--- src/rtl/hazard_pkg.sv ---
// Shared types for the ID-stage hazard scheduler: FSM states, in-flight slot record,
// register-zero constant and the saturating stall-counter helper.
package hazard_pkg;

    localparam int REG_ADDR_W  = 5;
    localparam int STALL_CNT_W = 16;

    localparam logic [REG_ADDR_W-1:0] REG_ZERO = '0;

    typedef enum logic [1:0] {
        HZ_RUN   = 2'd0,
        HZ_STALL = 2'd1,
        HZ_FLUSH = 2'd2
    } hz_state_e;

    typedef struct packed {
        logic                  valid;
        logic                  reg_write;
        logic [REG_ADDR_W-1:0] dest;
        logic                  is_load;
    } inflight_t;

    localparam inflight_t SLOT_EMPTY = '0;

    function automatic logic [STALL_CNT_W-1:0] sat_inc(input logic [STALL_CNT_W-1:0] v);
        return (&v) ? v : v + STALL_CNT_W'(1);
    endfunction

endpackage

--- src/rtl/hazard_inflight_pipe.sv ---
// Shift register of instructions in flight between ID and register-file write
// (slot 0 = EX ... slot PIPE_DEPTH-1 = WB), with per-slot source-register compares.
module hazard_inflight_pipe
    import hazard_pkg::*;
#(
    parameter int PIPE_DEPTH = 3
) (
    input  logic                  clk_i,
    input  logic                  rst_ni,
    input  logic                  hold_i,
    input  inflight_t             entry_i,
    input  logic [REG_ADDR_W-1:0] rs_i,
    input  logic [REG_ADDR_W-1:0] rt_i,
    output logic [PIPE_DEPTH-1:0] match_rs_o,
    output logic [PIPE_DEPTH-1:0] match_rt_o,
    output logic [PIPE_DEPTH-1:0] load_rs_o,
    output logic [PIPE_DEPTH-1:0] load_rt_o
);

    inflight_t [PIPE_DEPTH-1:0] slot_q;
    inflight_t [PIPE_DEPTH-1:0] slot_d;

    always_comb begin
        slot_d = slot_q;
        if (!hold_i) begin
            slot_d[0] = entry_i;
            for (int k = 1; k < PIPE_DEPTH; k++) begin
                slot_d[k] = slot_q[k-1];
            end
        end
    end

    always_ff @(posedge clk_i) begin
        if (!rst_ni) begin
            for (int k = 0; k < PIPE_DEPTH; k++) begin
                slot_q[k] <= SLOT_EMPTY;
            end
        end else begin
            slot_q <= slot_d;
        end
    end

    // A slot only counts as a producer if it is real and actually writes back.
    always_comb begin
        for (int k = 0; k < PIPE_DEPTH; k++) begin
            match_rs_o[k] = slot_q[k].valid & slot_q[k].reg_write & (slot_q[k].dest == rs_i);
            match_rt_o[k] = slot_q[k].valid & slot_q[k].reg_write & (slot_q[k].dest == rt_i);
            load_rs_o[k]  = slot_q[k].valid & slot_q[k].reg_write & slot_q[k].is_load
                            & (slot_q[k].dest == rs_i);
            load_rt_o[k]  = slot_q[k].valid & slot_q[k].reg_write & slot_q[k].is_load
                            & (slot_q[k].dest == rt_i);
        end
    end

endmodule

--- src/rtl/id_hazard_scheduler.sv ---
// ID-stage issue/stall/flush scheduler: watches in-flight writers and the EX redirect and
// drives PC / IF-ID enables, the ID/EX bubble and the IF/ID flush.
//   state    | meaning
//   HZ_RUN   | issuing normally
//   HZ_STALL | holding the ID instruction behind a data hazard
//   HZ_FLUSH | squashing wrong-path fetches after a redirect, flush_cnt_q cycles left
module id_hazard_scheduler
    import hazard_pkg::*;
#(
    parameter int PIPE_DEPTH     = 3,
    parameter int FWD_EN         = 1,
    parameter int BRANCH_PENALTY = 1
) (
    input  logic                   clk,
    input  logic                   rst,
    input  logic                   id_valid,
    input  logic [REG_ADDR_W-1:0]  id_rs,
    input  logic [REG_ADDR_W-1:0]  id_rt,
    input  logic                   id_uses_rs,
    input  logic                   id_uses_rt,
    input  logic [REG_ADDR_W-1:0]  id_dest,
    input  logic                   id_reg_write,
    input  logic                   id_mem_read,
    input  logic                   redirect,
    input  logic                   ext_stall,
    output logic                   PCWrite,
    output logic                   if_id_write,
    output logic                   id_bubble,
    output logic                   flush_if_id,
    output logic [1:0]             hz_state,
    output logic [STALL_CNT_W-1:0] stall_count
);

    localparam int CNT_W = (BRANCH_PENALTY > 1) ? $clog2(BRANCH_PENALTY) : 1;
    localparam logic [CNT_W-1:0] FLUSH_LOAD = CNT_W'(BRANCH_PENALTY - 1);
    // With forwarding only a load sitting in EX cannot be bypassed in time.
    localparam logic [PIPE_DEPTH-1:0] FWD_SLOTS = PIPE_DEPTH'(1);

    hz_state_e              state_q, state_d;
    logic [CNT_W-1:0]       flush_cnt_q, flush_cnt_d;
    logic                   redirect_pend_q, redirect_pend_d;
    logic [STALL_CNT_W-1:0] stall_count_q, stall_count_d;

    logic                   rs_live, rt_live, hazard, redirect_any, pipe_hold;
    inflight_t              issue_entry;
    logic [PIPE_DEPTH-1:0]  match_rs, match_rt, load_rs, load_rt;

    hazard_inflight_pipe #(
        .PIPE_DEPTH (PIPE_DEPTH)
    ) u_inflight (
        .clk_i      (clk),
        .rst_ni     (rst),
        .hold_i     (pipe_hold),
        .entry_i    (issue_entry),
        .rs_i       (id_rs),
        .rt_i       (id_rt),
        .match_rs_o (match_rs),
        .match_rt_o (match_rt),
        .load_rs_o  (load_rs),
        .load_rt_o  (load_rt)
    );

    assign rs_live      = id_valid & id_uses_rs & (id_rs != REG_ZERO);
    assign rt_live      = id_valid & id_uses_rt & (id_rt != REG_ZERO);
    assign redirect_any = redirect | redirect_pend_q;

    always_comb begin
        if (FWD_EN != 0) begin
            hazard = (rs_live & (|(load_rs & FWD_SLOTS)))
                   | (rt_live & (|(load_rt & FWD_SLOTS)));
        end else begin
            hazard = (rs_live & (|match_rs)) | (rt_live & (|match_rt));
        end
    end

    always_comb begin
        state_d         = state_q;
        flush_cnt_d     = flush_cnt_q;
        redirect_pend_d = redirect_pend_q;
        stall_count_d   = stall_count_q;
        PCWrite         = 1'b0;
        if_id_write     = 1'b0;
        id_bubble       = 1'b0;
        flush_if_id     = 1'b0;
        pipe_hold       = 1'b1;
        issue_entry     = SLOT_EMPTY;

        if (!rst) begin
            id_bubble = 1'b1;
        end else if (ext_stall) begin
            if (redirect) begin
                redirect_pend_d = 1'b1;
            end
        end else begin
            pipe_hold       = 1'b0;
            redirect_pend_d = 1'b0;
            if (redirect_any) begin
                PCWrite     = 1'b1;
                id_bubble   = 1'b1;
                flush_if_id = 1'b1;
                state_d     = HZ_FLUSH;
                flush_cnt_d = FLUSH_LOAD;
            end else begin
                case (state_q)
                    HZ_FLUSH: begin
                        PCWrite     = 1'b1;
                        id_bubble   = 1'b1;
                        flush_if_id = 1'b1;
                        if (flush_cnt_q == '0) begin
                            state_d = HZ_RUN;
                        end else begin
                            flush_cnt_d = flush_cnt_q - CNT_W'(1);
                        end
                    end
                    HZ_RUN, HZ_STALL: begin
                        if (hazard) begin
                            id_bubble     = 1'b1;
                            state_d       = HZ_STALL;
                            stall_count_d = sat_inc(stall_count_q);
                        end else begin
                            PCWrite               = 1'b1;
                            if_id_write           = 1'b1;
                            state_d               = HZ_RUN;
                            issue_entry.valid     = id_valid;
                            issue_entry.reg_write = id_reg_write;
                            issue_entry.dest      = id_dest;
                            issue_entry.is_load   = id_mem_read;
                        end
                    end
                    default: begin
                        id_bubble = 1'b1;
                        state_d   = HZ_RUN;
                    end
                endcase
            end
        end
    end

    always_ff @(posedge clk) begin
        if (!rst) begin
            state_q         <= HZ_RUN;
            flush_cnt_q     <= '0;
            redirect_pend_q <= 1'b0;
            stall_count_q   <= '0;
        end else begin
            state_q         <= state_d;
            flush_cnt_q     <= flush_cnt_d;
            redirect_pend_q <= redirect_pend_d;
            stall_count_q   <= stall_count_d;
        end
    end

    assign hz_state    = state_q;
    assign stall_count = stall_count_q;

endmodule
--- config.mk ---
export PLATFORM = sky130hd
export DESIGN_NAME = id_hazard_scheduler
export DESIGN_NICKNAME = d
export VERILOG_FILES = /design/src/rtl/hazard_pkg.sv /design/src/rtl/hazard_inflight_pipe.sv /design/src/rtl/id_hazard_scheduler.sv
export SDC_FILE = /design/constraint.sdc
export NUM_CORES = 1
export LEC_CHECK = 0
export CORE_MARGIN = 3
export CORE_UTILIZATION = 53
export CTS_CLUSTER_SIZE = 12
export DETAILED_ROUTE_END_ITERATION = 10
export MAX_ROUTING_LAYER = met4
export PLACE_DENSITY_LB_ADDON = 0.08
export SYNTH_ARGS = -nofsm -noshare
export SYNTH_HDL_FRONTEND = slang
export SYNTH_HIERARCHICAL = 1
export SYNTH_SLANG_ARGS = --single-unit
--- constraint.sdc ---
create_clock -name clk -period 2.6 [get_ports clk]
set_input_delay 0.52 -clock clk [delete_from_list [all_inputs] [get_ports clk]]
set_output_delay 0.52 -clock clk [all_outputs]
set_load 0.05 [all_outputs]
# After elaboration in Yosys (flattened, before gate mapping)
# Index checks and enable logic that the tools add are counted.
# totals
output_inout_bits,22
regBits,28
wordCells,71
ramBits,0
rom_bits,0
latch_bits,0
memories,0
# classes
n_bitwise,15
eq_ne,5
shift,0
mux,31
magnitude_cmp,0
mul,0
reduce_logical,10
addsub,2
div,0
# ops
cell,n
$mux 8,4
$mux 1,23
$add 16x1->16 const B,1
$reduce_and 16->1,1
$and 1x1->1,10
$eq 5x5->1,2
$reduce_bool 5->1,2
$reduce_and 2->1,3
$reduce_and 5->1,1
$mux 2,2
$pmux 2 s2,1
$ne 3x3->1 const B,1
$not 1->1,3
$eq 2x1->1 const B,1
$eq 2x2->1 const B,1
$logic_not 2->1,1
$or 1x1->1,2
$pmux 1 s2,1
$reduce_bool 2->1,1
$reduce_or 2->1,1
$sub 1x1->1 const B,1

# Logic depth before layout (Yosys ltp)
# logic_depth
word_depth,10
depth_mapped,10

# Hierarchy
# The synthesis kept the hierarchy.
# modules_own_cells
module,seq_area_each_um2,cells_each,area_per_inst_um2,instances
hazard_inflight_pipe,480.5,137,1331.3,1
id_hazard_scheduler,380.4,140,1173.6,1

# Least setup slack after synthesis
# Ideal clock, no wire load.
# synth_path
path_kind,input -> output
startpoint,input id_rs[4]
endpoint,output id_bubble
t_arrival_ns,2.554
path_stages,7
path_buffers,0
slack_ns,-0.474
t_required_ns,2.080
cell_sequence,xnor2_1 -> nand3_1 -> nor3_1 -> o211ai_1 -> a21boi_1 -> nor3_1 -> o21ai_0
# synth_between
elab_chain_len,9
elab_cells_between_ends,11
cone_classes,1 x eq/ne; 5 x mux; 4 x bitwise; 1 x reduce/logical
# synth_lines
item,line_no,text
"start, declared",id_hazard_scheduler.sv:17,"input logic [REG_ADDR_W-1:0] id_rs,"
$eq 5x5->1,n/a,
$and 1x1->1,hazard_inflight_pipe.sv:49,& (slot_q[k].dest == rs_i);
named net load_rs[0],id_hazard_scheduler.sv:46,"logic [PIPE_DEPTH-1:0] match_rs, match_rt, load_rs, load_rt;"
$and 1x1->1,id_hazard_scheduler.sv:69,hazard = (rs_live & (|(load_rs & FWD_SLOTS)))
$or 1x1->1,id_hazard_scheduler.sv:70,| (rt_live & (|(load_rt & FWD_SLOTS)));
$mux 1,id_hazard_scheduler.sv:116,if (hazard) begin
$mux 1,id_hazard_scheduler.sv:104,case (state_q)
$mux 1,id_hazard_scheduler.sv:97,if (redirect_any) begin
$mux 1,id_hazard_scheduler.sv:90,end else if (ext_stall) begin
$mux 1,id_hazard_scheduler.sv:88,if (!rst) begin
"end, declared",id_hazard_scheduler.sv:28,"output logic id_bubble,"
# The timed path passes the listed nets, and every way through them passes these cells.

# Worst setup path after layout
# layout_path
startpoint,input id_rs[0]
endpoint,output PCWrite
# layout_between
elab_chain_len,9
elab_cells_between_ends,11
cone_classes,1 x eq/ne; 5 x mux; 4 x bitwise; 1 x reduce/logical
# layout_lines
item,line_no,text
$eq 5x5->1 or $reduce_bool 5->1 (tied branches),n/a,
"$and 1x1->1, on equally long branches","hazard_inflight_pipe.sv:49, id_hazard_scheduler.sv:63",
$and 1x1->1 (*),id_hazard_scheduler.sv:69,
$or 1x1->1 (*),id_hazard_scheduler.sv:70,
$mux 1 (*),id_hazard_scheduler.sv:116,
$pmux 1 s2 (*),id_hazard_scheduler.sv:104,
$mux 1 (*),id_hazard_scheduler.sv:97,
$mux 1 (*),id_hazard_scheduler.sv:90,
$mux 1 (*),id_hazard_scheduler.sv:88,
"end, declared",id_hazard_scheduler.sv:26,"output logic PCWrite,"
# Every way passes the cells marked *; elsewhere a longest branch is shown, timed or not.

==> impl_results.html <==
<table>
<tr><th>Metric</th><th>Value</th></tr>
<tr><th colspan="2">Timing</th></tr>
<tr><td>Achievable Freq</td><td>approximately 0.37 GHz</td></tr>
<tr><td>Post-route minimum period</td><td>between 2 and 3 ns</td></tr>
<tr><td>Unrepaired setup endpoints after global routing</td><td>yes</td></tr>
<tr><td>Final setup violation count</td><td>3</td></tr>
<tr><td>Slew of the pin with the lowest slew margin</td><td>slightly above 0.5 ns</td></tr>
<tr><td>Period utilization</td><td>103%</td></tr>
<tr><td>Number of hold-slack violations in the final timing report</td><td>0</td></tr>
<tr><td>Worst setup margin</td><td>-0.0717 ns</td></tr>
<tr><td>Final Max Tran Viols</td><td>0</td></tr>
<tr><td>Final setup skew</td><td>roughly 0.017 ns</td></tr>
<tr><td>Slew Limit Headroom</td><td>65.3%</td></tr>
<tr><td>Final-layout setup total negative slack</td><td>-0.150 ns</td></tr>
<tr><th colspan="2">Final layout</th></tr>
<tr><td>Fraction of layout instances using a drive strength above 1</td><td>a little under a fifth</td></tr>
<tr><td>Antenna diode count</td><td>0</td></tr>
<tr><td>Net count reported at finish</td><td>approximately 260</td></tr>
<tr><td>Non-filler cells in the finished layout</td><td>267</td></tr>
<tr><td>Synthesis-to-finish area growth</td><td>35.8%</td></tr>
<tr><td>Area taken by multi-input logic gates</td><td>about 1000 um2</td></tr>
<tr><td>Combined flip-flop and latch cell area</td><td>about 540 um2</td></tr>
<tr><td>Filler instances</td><td>199</td></tr>
<tr><th colspan="2">Global routing</th></tr>
<tr><td>Vias in the first global route</td><td>about 1600</td></tr>
<tr><td>First-pass GRT wire length</td><td>just over 7000 um</td></tr>
<tr><td>Total congestion overflow</td><td>0</td></tr>
<tr><td>Antenna violations before repair</td><td>0</td></tr>
<tr><td>Total global routing track utilization</td><td>between 20 and 30%</td></tr>
<tr><td>Maximum number of pins on one net before global-route repair</td><td>24</td></tr>
<tr><th colspan="2">Power</th></tr>
<tr><td>Worst IR Drop VDD</td><td>approximately 0.00033 V</td></tr>
<tr><td>Power density normalized to cell area</td><td>about 330 nW/um2</td></tr>
<tr><td>Leak</td><td>0.812 nW</td></tr>
<tr><th colspan="2">Drt</th></tr>
<tr><td>Total number of vias</td><td>~1600</td></tr>
<tr><td>1st-pass router iterations</td><td>4</td></tr>
<tr><td>Routed length per placed instance</td><td>around 17 um</td></tr>
<tr><td>Post-route DRC</td><td>0</td></tr>
<tr><td>1st-iter DRT viols</td><td>between 100 and 150</td></tr>
<tr><td>Residual antenna-violating net count after detailed routing</td><td>0</td></tr>
<tr><td>Via density</td><td>just over 6</td></tr>
<tr><td>Routed WL</td><td>around 4400 um</td></tr>
<tr><th colspan="2">Worst setup path</th></tr>
<tr><td>Data required time of the worst path</td><td>~2.1 ns</td></tr>
<tr><td>Critical R2R Launch</td><td>u_inflight/slot_q[1]</td></tr>
<tr><td>Worst setup path end</td><td>PCWrite</td></tr>
<tr><td>Worst-case reg-to-reg path depth</td><td>11</td></tr>
<tr><td>Data arrival time of the critical path</td><td>about 2.2 ns</td></tr>
<tr><td>CP Launch Point</td><td>id_rs[0]</td></tr>
<tr><td>Classification of the worst setup path</td><td>input port to primary output</td></tr>
<tr><td>Endpoint of the most critical register-to-register path</td><td>u_inflight/slot_q[4]</td></tr>
<tr><td>Worst-path maximum fanout</td><td>3</td></tr>
<tr><td>Register-to-register setup slack</td><td>about 0.39 ns</td></tr>
<tr><td>Element type at the critical path end</td><td>primary output</td></tr>
<tr><td>Kind of start point of the critical path</td><td>input port</td></tr>
<tr><th colspan="2">Placement</th></tr>
<tr><td>I/O Buffers</td><td>45</td></tr>
<tr><td>Post-DP HPWL</td><td>around 3200 um</td></tr>
<tr><td>Placed cell count</td><td>approximately 260</td></tr>
<tr><td>RD Place Congestion</td><td>a little over 0.8</td></tr>
<tr><th colspan="2">CTS</th></tr>
<tr><td>Latest clock arrival within the worst-skew pair</td><td>0.34 ns</td></tr>
<tr><td>CTS clk-pin slew, worst paths</td><td>approximately 0.16 ns</td></tr>
<tr><td>Clock root buffer</td><td>sky130_fd_sc_hd__clkbuf_4</td></tr>
<tr><td>Maximum count of clock buffers along a single path</td><td>2</td></tr>
<tr><td>Clock tree from TritonCTS</td><td>built</td></tr>
<tr><td>Clock Sink Count</td><td>27</td></tr>
<tr><td>Total clock buffers created by CTS</td><td>3</td></tr>
<tr><td>Maximum level of the CTS H-tree</td><td>1</td></tr>
<tr><th colspan="2">Floorplanning</th></tr>
<tr><td>Row count</td><td>19</td></tr>
<tr><td>Initial standard-cell utilization of the core</td><td>between 50% and 60%</td></tr>
<tr><td>Y dimension of the die</td><td>a little over 60 um</td></tr>
<tr><td>Area of the core region</td><td>~2900 um2</td></tr>
<tr><td>Number of top-level pins</td><td>46</td></tr>
<tr><td>Area of the die</td><td>approximately 3800 um2</td></tr>
<tr><td>Die X</td><td>about 62 um</td></tr>
<tr><th colspan="2">Synth</th></tr>
<tr><td>YS warnings</td><td>6</td></tr>
<tr><td>Post-synthesis area per instance</td><td>8.83 um2</td></tr>
<tr><td>Net count after synthesis</td><td>approximately 210</td></tr>
<tr><td>Summed instance area of the synthesized netlist</td><td>around 1600 um2</td></tr>
<tr><td>Number of standard cells after synthesis</td><td>186</td></tr>
<tr><th colspan="2">Outcome</th></tr>
<tr><td>Status</td><td>finished, violations left</td></tr>
<tr><td>Violations in the final reports</td><td>setup timing</td></tr>
<tr><th colspan="2">Worst hold path</th></tr>
<tr><td>Path category of the worst min-delay check</td><td>flop to flop</td></tr>
<tr><td>Number of stages on the worst hold path</td><td>2</td></tr>
<tr><th colspan="2">Run</th></tr>
<tr><td>MaxCap Viol Count</td><td>0</td></tr>
</table>
-- worst min-delay path by stage --
| stage | start | end | slack [ns] |
|---|---|---|---|
| floorplan | u_inflight/slot_q[0] | u_inflight/slot_q[0] | 0.49 |
| global placement | stall_count[15] | stall_count[15] | 0.47 |
| CTS | stall_count[15] | stall_count[15] | 0.52 |
| global route | stall_count[14] | stall_count[14] | 0.55 |
| detailed placement | stall_count[15] | stall_count[15] | 0.50 |
| finish | stall_count[14] | stall_count[14] | 0.52 |
-- report_power, final --
group          internal, mW  switching [mW]  leakage [nW]
Sequential            0.417         0.00469         0.219
Clock                0.0579           0.129        0.0177
Combinational        0.0685          0.0600         0.575
Total                 0.543           0.193         0.812
-- through the flow --
| stage | hold WS, ns | setup WS (ns) | total power, mW | utilization, % | instance area (um2) |
|---|---|---|---|---|---|
| 2_1_floorplan | 0.485 | 0.0212 | 0.494 | - | 1660 |
| 3_3_place_gp | 0.472 | -0.394 | 0.554 | 76.3 | 2180 |
| 3_5_place_dp | 0.498 | -0.459 | 0.557 | 76.3 | 2180 |
| 4_1_cts | 0.521 | -0.0252 | 0.737 | 78.1 | 2230 |
| 5_1_grt | 0.549 | -0.163 | 0.760 | 78.2 | 2230 |
| 6_report | 0.522 | -0.0717 | 0.736 | 78.2 | 2230 |
-- layout by cell type, fill, tap and decap left out, types with 4 or more instances in the layout --
master                             n
sky130_fd_sc_hd__a21oi_1          15
sky130_fd_sc_hd__and2_1            8
sky130_fd_sc_hd__and3_1            5
sky130_fd_sc_hd__buf_12            5
sky130_fd_sc_hd__buf_4            12
sky130_fd_sc_hd__clkdlybuf4s50_1  31
sky130_fd_sc_hd__dfxtp_1          24
sky130_fd_sc_hd__mux2i_1          10
sky130_fd_sc_hd__nand2_1           9
sky130_fd_sc_hd__nand2b_1          4
sky130_fd_sc_hd__nand3_1          13
sky130_fd_sc_hd__nand4_1           5
sky130_fd_sc_hd__nor2_1            5
sky130_fd_sc_hd__nor2b_1           8
sky130_fd_sc_hd__o21ai_1           4
sky130_fd_sc_hd__o31ai_1           8
sky130_fd_sc_hd__or4_1             9
sky130_fd_sc_hd__xnor2_1          10
-- layer usage --
metal	share of wire, %	routed length, um	track usage, %	up-vias
li1	-	-	-	786
met1	43	1920	31.9	766
met2	49	2160	42.3	67
met3	6.0	267	3.77	12
met4	2.1	95	8.48	0
met5	0	0	-	-
-- sequential cells by signal, indices dropped and copies added, names as in the netlist --
name / flops
hz_state: 2
redirect_pend_q: 1
stall_count: 16
u_inflight/slot_q: 8
-- critical path: stages --
cell	delay (ns)
sky130_fd_sc_hd__buf_6	0.09
sky130_fd_sc_hd__or4_4	0.53
sky130_fd_sc_hd__o211ai_1	0.27
sky130_fd_sc_hd__a21boi_2	0.14
sky130_fd_sc_hd__mux2_4	0.30
sky130_fd_sc_hd__a21oi_4	0.14
sky130_fd_sc_hd__buf_12	0.15
-- final cells by class --
type,instances,area share [%]
sequential,27,24.4
multi-input combinational,145,46.0
inverter,2,0.337
timing repair buffer,58,26.3
clock buffer,3,1.01
tap,31,1.74
clock inverter,1,0.224
-- timing repair --
item / 4_1_cts / 5_1_grt
pin swaps: 9 / 3
resized for setup: 38 / 3
setup buffers: 2 / 0
hold buffers: 0 / 0
setup endpoints to repair: 3 / 3
Note: power is estimated with default switching activity, not from simulation.
